[src/rtl/word_packer.sv]
// Packs up to four upstream words into one lane-masked group and holds it until
// downstream takes it. A flush closes a partial group early.
module word_packer #(
  parameter int K_DWIDTH = 8
) (
  input  logic                     i_clk,
  input  logic                     i_rst_n,
  input  logic                     i_in_valid,
  output logic                     o_in_ready,
  input  logic [K_DWIDTH-1:0]      i_in_word,
  input  logic                     i_flush,
  output logic                     o_out_valid,
  input  logic                     i_out_ready,
  output logic [3:0]               o_data,
  output logic [3:0][K_DWIDTH-1:0] o_mem
);

  typedef enum logic {FILL = 1'b0, HOLD = 1'b1} state_t;

  state_t     state;
  state_t     state_nxt;
  logic [1:0] cnt;
  logic       accept;

  assign accept = i_in_valid && (state == FILL);

  always_ff @(posedge i_clk or negedge i_rst_n) begin
    if (!i_rst_n) state <= FILL;
    else          state <= state_nxt;
  end

  // A flush on an empty group with no word arriving would emit nothing, so it is dropped.
  always_comb begin
    state_nxt = state;
    case (state)
      FILL: begin
        if (accept && (cnt == 2'd3))
          state_nxt = HOLD;
        else if (i_flush && ((o_data != 4'd0) || accept))
          state_nxt = HOLD;
      end
      HOLD: begin
        if (i_out_ready) state_nxt = FILL;
      end
      default: state_nxt = FILL;
    endcase
  end

  always_comb begin
    o_in_ready  = (state == FILL);
    o_out_valid = (state == HOLD);
  end

  // Lanes are cleared when a group leaves so unwritten lanes read back as zero.
  always_ff @(posedge i_clk or negedge i_rst_n) begin
    if (!i_rst_n) begin
      cnt    <= 2'd0;
      o_data <= 4'd0;
      o_mem  <= '0;
    end else if (accept) begin
      o_mem[cnt]  <= i_in_word;
      o_data[cnt] <= 1'b1;
      cnt         <= cnt + 2'd1;
    end else if ((state == HOLD) && i_out_ready) begin
      cnt    <= 2'd0;
      o_data <= 4'd0;
      o_mem  <= '0;
    end
  end

endmodule

[config.mk]
export PLATFORM = sky130hd
export DESIGN_NAME = word_packer
export DESIGN_NICKNAME = d
export VERILOG_FILES = /design/src/rtl/word_packer.sv
export SDC_FILE = /design/constraint.sdc
export NUM_CORES = 1
export LEC_CHECK = 0
export CORE_MARGIN = 1
export CORE_UTILIZATION = 40
export DETAILED_ROUTE_END_ITERATION = 16
export HOLD_SLACK_MARGIN = 0.15
export MAX_ROUTING_LAYER = met4
export PLACE_DENSITY_LB_ADDON = 0.12
export SYNTH_ARGS = -nofsm -noshare
export SYNTH_HDL_FRONTEND = slang
export SYNTH_SLANG_ARGS = --single-unit
[constraint.sdc]
create_clock -name i_clk -period 2.8 [get_ports i_clk]
set_clock_uncertainty 0.15 [all_clocks]
set_input_delay 0.7 -clock i_clk [delete_from_list [all_inputs] [get_ports i_clk]]
set_output_delay 0.7 -clock i_clk [all_outputs]
set_load 0.03 [all_outputs]
-- Word level (Yosys, flattened, before mapping)
Index checks and enable logic that the tools add are counted.
- $lt $le $gt $ge: 2
- add/sub/neg operators: 1
- eq/ne operators: 1
- reductions and logical operators: 8
- muxes and demuxes: 15
- bitwise operators: 2
- operators by type and width (cell ; count):
    32-bit two-way mux ; 2
    32-bit bitwise mux ; 1
    8-bit demux with 2-bit select ; 1
    4-bit two-way mux ; 2
    8-bit two-way mux ; 1
    1-bit logical AND ; 5
    1-bit two-way mux ; 4
    2-bit two-way mux ; 2
    4-bit bitwise OR ; 1
    4-bit nonzero test ; 1
    2-bit by 3-bit less-than comparator with 1-bit output (second input constant) ; 1
    2-bit by 1-bit adder with 2-bit output (second input constant) ; 1
    1-bit demux with 2-bit select ; 1
    2-bit equality test (second input constant) ; 1
    2-bit by 1-bit >= comparator with 1-bit output (second input constant) ; 1
    1-bit case mux with 2 select lines ; 1
    2-bit nonzero test ; 1
    1-bit logical OR ; 1
    1-bit NOT ; 1
- word-level logic and storage cells: 36
- output and inout port bits: 38
- input port bits: 13
- register bits: 39

-- Longest topological paths before layout
- depth in word-level cells: 7
- gate-level depth with buffers: 6
- gate-level depth less buffers: 4

-- Worst setup path before layout
OpenSTA, ideal clock, no wires.
- path kind: input-to-reg
- from: input i_in_valid
- to: register o_mem[0] (netlist bit)
- path buffers: 2
- library setup time: 0.120 ns
- arrival time: 1.451 ns
- slack: 1.080 ns
- stages on the path: 5
- required time: 2.530 ns
- path through: nor2b_2 -> buf_6 -> buf_2 -> and3_1 -> a31o_1
- longest elaborated chain between the ends: 2
- elaborated cells between the ends (all ways): 3
- classes of those cells: mux (1); reduce/logical (2)
- ends and longest elaborated chain (item ; RTL line ; source):
    start, declared ; 8 ; input logic i_in_valid,
    1-bit logical AND (*) ; 25 ; assign accept = i_in_valid && (state == FILL);
    32-bit two-way mux / 2-bit nonzero test (equally long branches) ; -- ;
    end signal, assigned by index ; 61 ; o_mem[cnt] <= i_in_word;
    end, declared ; 15 ; output logic [3:0][K_DWIDTH-1:0] o_mem
Every way passes the cells marked *; elsewhere a longest branch is shown, timed or not.
A chain may end at the register's enable or synchronous reset.

-- Worst setup path in the final report
- from: register state, in the netlist o_out_valid
- to: output o_in_ready
- longest elaborated chain between the ends: 1
- ends and longest elaborated chain (item ; RTL line ; source):
    start, declared ; 20 ; state_t state;
    start signal, assigned ; 29 ; else state <= state_nxt;
    1-bit NOT ; -- ;
    end, declared ; 9 ; output logic o_in_ready,
Every way passes these cells.

==> results.toml <==
[layout]
fillers = 349
post-route-cell-area_um2 = 2310
nets = 219
utilization_pct = 57.0
layout_commonest_cell = "clkdlybuf4s50_1"
register_area_um2 = 976
drive_gt1_share_pct = 7.88
areaGrowthSynthToFinish_pct = 35.8
antenna_cells = 0
final_cell_mix = "clkdlybuf4s50_1 (49), dfrtp_1 (39), nand2_1 (25)"
multi_input_area_um2 = 662

[sta]
fin_hold_ws_ps = 351
hold_viol = 0
min_period_ps = 2360
worst_pin_slew_ps = 860
fmax_ghz = 0.424
period_share_pct = 84.3
tns_ps = 0
relSlewSlack_pct = 42.7
report.final.slew_viol_count = 0
grt_setup_unrepaired = "false"
finalSetupViolations = 0

[global_routing]
grt.overflow.total = 0
grt_start_max_net_pins = 40
grt_antenna_before_repair = 0
grt.total_usage_pct = 22.4
grt_pass1_wl_um = 7010
first_global_vias = 1377

[setup_path]
cp.arrival_ps = 1510
cpMaxStageDelayCell = "clkdlybuf4s50_1"
path_class = "reg -> out"
critPathBufInv = 2
crit_fanout = 9
crit_chain = "inv_1 > clkdlybuf4s50_1"
timing.critical_path.max_delay_family = "buffers and inverters"
crit_path_end_kind = "output pin"
r2r_slack_ps = 1160
cpPeakStageDelay_ps = 660
critPathLaunchType = "register"
required_ps = 1950

[clock_tree]
cts_resized = 0
htreeDepth = 2
clock_latency_ps = 300
cts_made_buffers = 5
clock-sinks = 39
post_cts_buffers = 0
cts-root-buf = "clkbuf_8"
cts_tree = "done"
clock_path_buffers = 2
cts_hold_buffers = 0
clk_pin_slew_ps = 70

[place]
dp.final_hpwl_um = 2850
post_dp_cell_area_um2 = 2230
gp_congestion = 0.750
io_buffers = 50

[floorplan]
die_y_um = 67.3
die_w_um = 67.3
io_pins = 51
design.core.area_um2 = 4060
rows = 23
die_area_um2 = 4530
start_util_pct = 42.0

[logic_synthesis]
syn_area_um2 = 1700
yosysWarningCount = 0
avgSynthCellArea_um2 = 11.4
synth_top_area_share_pct = 57.3
synth_area_leaders = "dfrtp_1 (57%), a31o_1 (12%), and3_1 (8.8%), nand2_1 (5.5%), ha_1 (2.9%)"
ys_ff_latch = 39
synth_top_area_cell = "dfrtp_1"
synth.distinct_cells = 22
seq_area_frac_synth_pct = 57.3
synthCells = 150
synth_nets = 167

[drt]
drt_pass1_iterations = 4
wire_per_inst_um = 16.9
ant_nets = 0
drt_iter0_drc = 69
avgViaCountPerCell = 5.34
wirelength_um = 4260
vias = 1350
drc_errors = 0

[power_and_ir_drop]
power.density_nw_per_um2 = 1070
p_leak_nw = 1.15
ir_worst_vdd_v = 0.000506

[run]
drv_cap = 0

[min_path]
hold_path_class = "reg -> reg"

[outcome]
status = "complete, no violations"
[power breakdown]
part	switching (W)	internal (W)	leakage [nW]
registers	0.000134	0.000751	0.527
logic	0.000712	0.000505	0.571
clock network	0.000200	0.000170	0.0477
total	0.00105	0.00143	1.15
[logic make-up (layout without fill, tap and decap cells)]
kind of cell	Yosys count	count (layout)	share of synthesized area (%)
compound gates	37	37	16.4
mux	1	1	0.587
xor+xnor	1	1	0.514
fa+ha+maj	4	4	2.94
flops	39	39	57.3
buf+inv	11	64	3.89
simple gates	57	57	18.4
[worst reg2reg max path, stage by stage, from the launching register on]
cell	delay [ps]
dfrtp_1	470
nor2b_2	400
buf_4	260
and3_1	180
a31o_1	110
[cell usage after synthesis (all sizes together)]
cell type and count:
dfrtp 39, nand2 28, a31o 24, and3 24, o21ai 11, buf 7
ha 4, inv 3, nor2b 2, a21boi 1, a21o 1, and3b 1
clkbuf 1, mux2i 1, nor2 1, or4 1, xnor2 1
[sequential cells by signal (all words and copies together), names as in the netlist]
register	cells
cnt	2
o_mem	32
o_out_valid	1
o_data	4
[final timing paths]
kind	startpoint	to	cells past startpoint
min in group asynchronous	i_rst_n	o_mem[17]	1
hold / removal	o_mem[17]	o_mem[17]	1
hold reg to reg	o_mem[17]	o_mem[17]	1
max in group asynchronous	i_rst_n	o_mem[9]	1
setup / recovery	o_out_valid	o_in_ready	2
setup reg to reg	o_out_valid	o_mem[5]	4
[routing by layer]
layer	up-vias	share of wire [%]	track usage (%)
li1	639	-	-
met1	656	49	29.4
met2	46	44	32.6
met3	9	5.1	4.56
met4	0	1.9	11.7
met5	-	0	-
[layout make-up]
cell class / instances / area share [%]
clock buffers: 5 / 2.97
clock inverters: 3 / 0.649
inverters: 3 / 0.487
multi-input cells: 100 / 28.6
flip-flops and latches: 39 / 42.2
well taps: 50 / 2.70
repair buffers: 53 / 22.4
[metrics by stage]
stage / setup WS (ps) / instances / power (W)
floorplan: 1080 / 150 / 0.00161
global placement: 374 / 245 / 0.00209
detailed placement: 335 / 245 / 0.00211
CTS: 425 / 253 / 0.00249
global route: 386 / 253 / 0.00261
finish: 440 / 253 / 0.00247
(Power assumes the default switching activity.)
